**config.mk**
```make
export PLATFORM = sky130hd
export DESIGN_NAME = counter_sequencer
export DESIGN_NICKNAME = d
export VERILOG_FILES = /design/src/rtl/counter_ctrl_pkg.sv /design/src/rtl/rr_arbiter_2.sv /design/src/rtl/counter_sequencer.sv
export SDC_FILE = /design/constraint.sdc
export NUM_CORES = 1
export LEC_CHECK = 0
export BUFFER_PORTS_ARGS = -buffer_cell sky130_fd_sc_hd__buf_4
export CORE_MARGIN = 5
export CORE_UTILIZATION = 25
export CTS_CLUSTER_DIAMETER = 80
export DETAILED_ROUTE_END_ITERATION = 8
export PLACE_DENSITY = 0.5
export SLEW_MARGIN = 20
export SYNTH_ARGS = -nofsm -noshare
export SYNTH_HDL_FRONTEND = slang
export SYNTH_HIERARCHICAL = 1
export SYNTH_SLANG_ARGS = --single-unit
```
**constraint.sdc**
```tcl
create_clock -name clk -period 1.8 [get_ports clk]
set_input_delay 0.27 -clock clk [delete_from_list [all_inputs] [get_ports clk]]
set_output_delay 0.27 -clock clk [all_outputs]
set_load 0.02 [all_outputs]
```
**src/rtl/counter_ctrl_pkg.sv**
```systemverilog
// Shared definitions for the counter sequencer: FSM state encoding, default
// value width and a small index-to-grant helper.
package counter_ctrl_pkg;

    localparam int WIDTH_DEF = 8;

    typedef enum logic [1:0] {
        IDLE    = 2'd0,
        LOAD    = 2'd1,
        RUN     = 2'd2,
        RELEASE = 2'd3
    } seq_state_e;

    function automatic logic [1:0] idx_to_onehot(input logic idx);
        return idx ? 2'b10 : 2'b01;
    endfunction

endpackage

```
**src/rtl/rr_arbiter_2.sv**
```systemverilog
// Two-way round-robin pick: a lone request wins outright, a tie goes to the
// requester that was not served last.
module rr_arbiter_2 (
    input  logic [1:0] req,
    input  logic       last_served,
    output logic [1:0] pick
);

    // One-hot winner selection from the live request pair.
    always_comb begin
        pick = 2'b00;
        case (req)
            2'b01:   pick = 2'b01;
            2'b10:   pick = 2'b10;
            2'b11:   pick = last_served ? 2'b01 : 2'b10;
            default: pick = 2'b00;
        endcase
    end

endmodule

```
**src/rtl/counter_sequencer.sv**
```systemverilog
// Arbitrates two requesters for one shared up-counter and sequences
// load / count / terminal-count handling for the granted requester.
module counter_sequencer
    import counter_ctrl_pkg::*;
#(
    parameter int WIDTH = WIDTH_DEF
) (
    input  logic             clk,
    input  logic             rst_n,
    input  logic [1:0]       req,
    input  logic [WIDTH-1:0] start_val0,
    input  logic [WIDTH-1:0] start_val1,
    input  logic [WIDTH-1:0] term_val0,
    input  logic [WIDTH-1:0] term_val1,
    input  logic [1:0]       periodic,
    input  logic [WIDTH-1:0] cnt_value,
    output logic [1:0]       gnt,
    output logic             cnt_load,
    output logic [WIDTH-1:0] cnt_data,
    output logic             cnt_en,
    output logic [1:0]       done,
    output logic             busy
);

    seq_state_e       state_r;
    seq_state_e       state_nxt_s;
    logic             win_r;
    logic             win_nxt_s;
    logic             latch_s;
    logic             last_r;
    logic             periodic_r;
    logic [WIDTH-1:0] term_r;
    logic [WIDTH-1:0] term_sel_s;
    logic [1:0]       pick_s;
    logic [1:0]       win_oh_s;

    rr_arbiter_2 u_arb (
        .req         (req),
        .last_served (last_r),
        .pick        (pick_s)
    );

    assign win_oh_s   = idx_to_onehot(win_r);
    assign term_sel_s = win_nxt_s ? term_val1 : term_val0;
    assign busy       = (state_r != IDLE);

    // State, winner and per-transaction parameters; reset is active-high here.
    always_ff @(posedge clk or posedge rst_n) begin
        if (rst_n) begin
            state_r    <= IDLE;
            win_r      <= 1'b0;
            term_r     <= {WIDTH{1'b0}};
            periodic_r <= 1'b0;
            last_r     <= 1'b1;
        end else begin
            state_r <= state_nxt_s;
            if (latch_s) begin
                win_r      <= win_nxt_s;
                term_r     <= term_sel_s;
                periodic_r <= periodic[win_nxt_s];
            end
            if (state_r == RELEASE) begin
                last_r <= win_r;
            end
        end
    end

    // Next-state and output decode; the terminal compare uses live counter feedback.
    always_comb begin
        state_nxt_s = state_r;
        win_nxt_s   = win_r;
        latch_s     = 1'b0;
        gnt         = 2'b00;
        cnt_load    = 1'b0;
        cnt_data    = {WIDTH{1'b0}};
        cnt_en      = 1'b0;
        done        = 2'b00;
        case (state_r)
            IDLE: begin
                if (req != 2'b00) begin
                    win_nxt_s   = pick_s[1];
                    latch_s     = 1'b1;
                    state_nxt_s = LOAD;
                end else begin
                    state_nxt_s = IDLE;
                end
            end
            LOAD: begin
                gnt         = win_oh_s;
                cnt_load    = 1'b1;
                cnt_data    = win_r ? start_val1 : start_val0;
                state_nxt_s = RUN;
            end
            RUN: begin
                gnt = win_oh_s;
                if (!req[win_r]) begin
                    state_nxt_s = RELEASE;
                end else if (cnt_value == term_r) begin
                    done = win_oh_s;
                    // Reload only while the winner is the sole requester.
                    if (periodic_r && !req[~win_r]) begin
                        latch_s     = 1'b1;
                        state_nxt_s = LOAD;
                    end else begin
                        state_nxt_s = RELEASE;
                    end
                end else begin
                    cnt_en = 1'b1;
                end
            end
            RELEASE: begin
                state_nxt_s = IDLE;
            end
            default: begin
                state_nxt_s = IDLE;
            end
        endcase
    end

endmodule

```
==> flow_metrics.tcl <==
set metrics [dict create \
    outcome "finished, violations left" \
    violations "setup timing" \
    vias 955 \
    start_util 0.258 \
    routed_wl_um 2870 \
    htreeDepth 1 \
    syn_nets 146 \
    skew_ns 0.00584 \
    crit_chain "inv_2 -> ha_4 -> inv_4 -> nor2_4 -> mux2i_4 -> buf_12 -> mux2_1 -> mux2_2" \
    netlist_area_um2 1020 \
    swShare 0.377 \
    final_cell_area_um2 1790 \
    p_seq_frac 0.214 \
    rsz0062_at_grt "yes" \
    grt_usage 0.113 \
    port-buffer-count 60 \
    drive_gt1_frac 0.639 \
    met3_usage 0.0270 \
    route.detailed.drc 0 \
    drtPass1Iterations 3 \
    maxSlewViolCount 0 \
    layout.nets 221 \
    hp-class "primary input to async pin" \
    grt_start_max_net_pins 14 \
    relSlewSlack 0.636 \
    die_x_um 74.0 \
    drt_iter0_markers 14 \
    fmax_mhz 530 \
    critPathMaxFanout 10 \
    finalWeightedCongestion 0.725 \
    tritoncts "built" \
    worstMarginPinSlew_ns 0.545 \
    worstPathArrival_ns 2.01 \
    path_delay_family "multiplexers" \
    crit_required_ns 1.93 \
    core_area_um2 3970 \
    avgSynthCellArea_um2 10.8 \
    tns_ns -0.577 \
    cts-buffers-inserted 3 \
    power_density_nw_per_um2 1510 \
    hold-worst-slack_ns 0.0694 \
    antenna_cells 0 \
    maxCapViolations 0 \
    finalCriticalPeriod_ns 1.89 \
    fp-row-count 23 \
    ctsHoldBuffers 0 \
    slowest_stage "dfrtp_1" \
    p_leak_nw 0.858 \
    fin_ws_ns -0.0864 \
    path_buf_inv 3 \
    grt_busiest_layer "met2" \
    cts_buffer_depth 2 \
    cts.sinks 13 \
    critPathMaxStageDelay_ns 0.39 \
    worstSetupPathType "flip-flop to flip-flop" \
    postRouteAntennaNets 0 \
    end_kind "flip-flop" \
    peakVddDrop_mv 0.583 \
    start_kind "flip-flop" \
    clk_latency_ns 0.24 \
    clk_pin_slew_ns 0.06 \
    hold_violations 0 \
    antenna_found_initial 0 \
    grt_use_met1 0.136 \
    setup-violations-final 9 \
    clock-root-buffer "clkbuf_8" \
    detailed_place.area_um2 1640 \
    met2_usage 0.205 \
    synthCells 95 \
    p_int_mw 1.68 \
    p_comb_frac 0.688 \
    die_y_um 74.0 \
    grt_pass1_vias 1066 \
    layout-area-overhead-vs-synth_pct 74.8 \
    total_power_mw 2.69 \
    grt_pass1_wl_um 4900 \
    die-area_um2 5470 \
    period_share 1.05 \
    grt-ovfl-total 0 \
    ios 61 \
    wl_per_cell_um 13.1 \
    power_switching_mw 1.02 \
    clockPowerShare 0.098 \
    via_per_inst 4.36 \
    yosysWarnings 6 \
]
## through the flow
stage	setup WS, ns	utilization	cells
2_1_floorplan	-0.126	-	95
3_3_place_gp	-0.0292	0.414	213
3_5_place_dp	-0.0840	0.414	213
4_1_cts	-0.108	0.431	217
5_1_grt	-0.183	0.451	219
6_report	-0.0864	0.451	219
## cells in the final DEF (no fill, tap or decap), types with 3 or more instances in the layout
master / count
buf_4: 68
dfrtp_1: 12
mux2i_1: 11
mux2_4: 10
nor2b_1: 9
xnor2_1: 6
mux2_2: 5
nand2_1: 3
clkbuf_8: 3
buf_6: 3
## power groups by stage
stage | Clock, mW | Sequential [mW] | Combinational (mW)
finish | 0.263 | 0.578 | 1.85
floorplan | 0 | 0.541 | 1.09
global route | 0.286 | 0.599 | 2.01
CTS | 0.273 | 0.571 | 1.78
detailed placement | 0 | 0.575 | 1.73
global placement | 0 | 0.570 | 1.69
## layout make-up
class	count	area (µm²)
flip-flops and latches	13	327
repair buffers	73	584
clock buffers	4	45.0
inverters	5	21.3
well taps	50	62.6
multi-input cells	74	749
fillers	394	2180
## per-layer routing
metal | part of all wire | wire [µm]
met1 | 0.39 | 1110
met2 | 0.47 | 1350
met3 | 0.14 | 394
met4 | 0.0056 | 16
met5 | 0 | 0
## path summary, 6_finish.rpt
| kind | start | endpoint | slack, ns | cells past startpoint |
|---|---|---|---|---|
| setup reg to reg | state_r[1]$_DFFE_PP0N_ | term_r[0]$_DFFE_PP0P_ | -0.09 | 8 |
| hold reg to reg | periodic_r$_DFFE_PP0P_ | periodic_r$_DFFE_PP0P_ | 0.52 | 2 |
| min in group clk | periodic[1] | periodic_r$_DFFE_PP0P_ | 0.34 | 3 |
| max in group asynchronous | rst_n | last_r$_DFFE_PP1N_ | 1.36 | 2 |
| hold / removal | rst_n | term_r[6]$_DFFE_PP0P_ | 0.07 | 2 |
| setup / recovery | state_r[1]$_DFFE_PP0N_ | term_r[0]$_DFFE_PP0P_ | -0.09 | 8 |
## sequential cells by signal, indices dropped and copies added, names as in the netlist
| register | count |
|---|---|
| last_r | 1 |
| term_r | 8 |
| periodic_r | 1 |
| state_r | 2 |
| win_r | 1 |
## what timing repair did
item | in CTS | in global routing
resized for setup | 6 | 15
pin swaps | 3 | 10
setup endpoints to repair | 11 | 16
setup buffers | 0 | 2
Power figures use the tool's default switching activity.
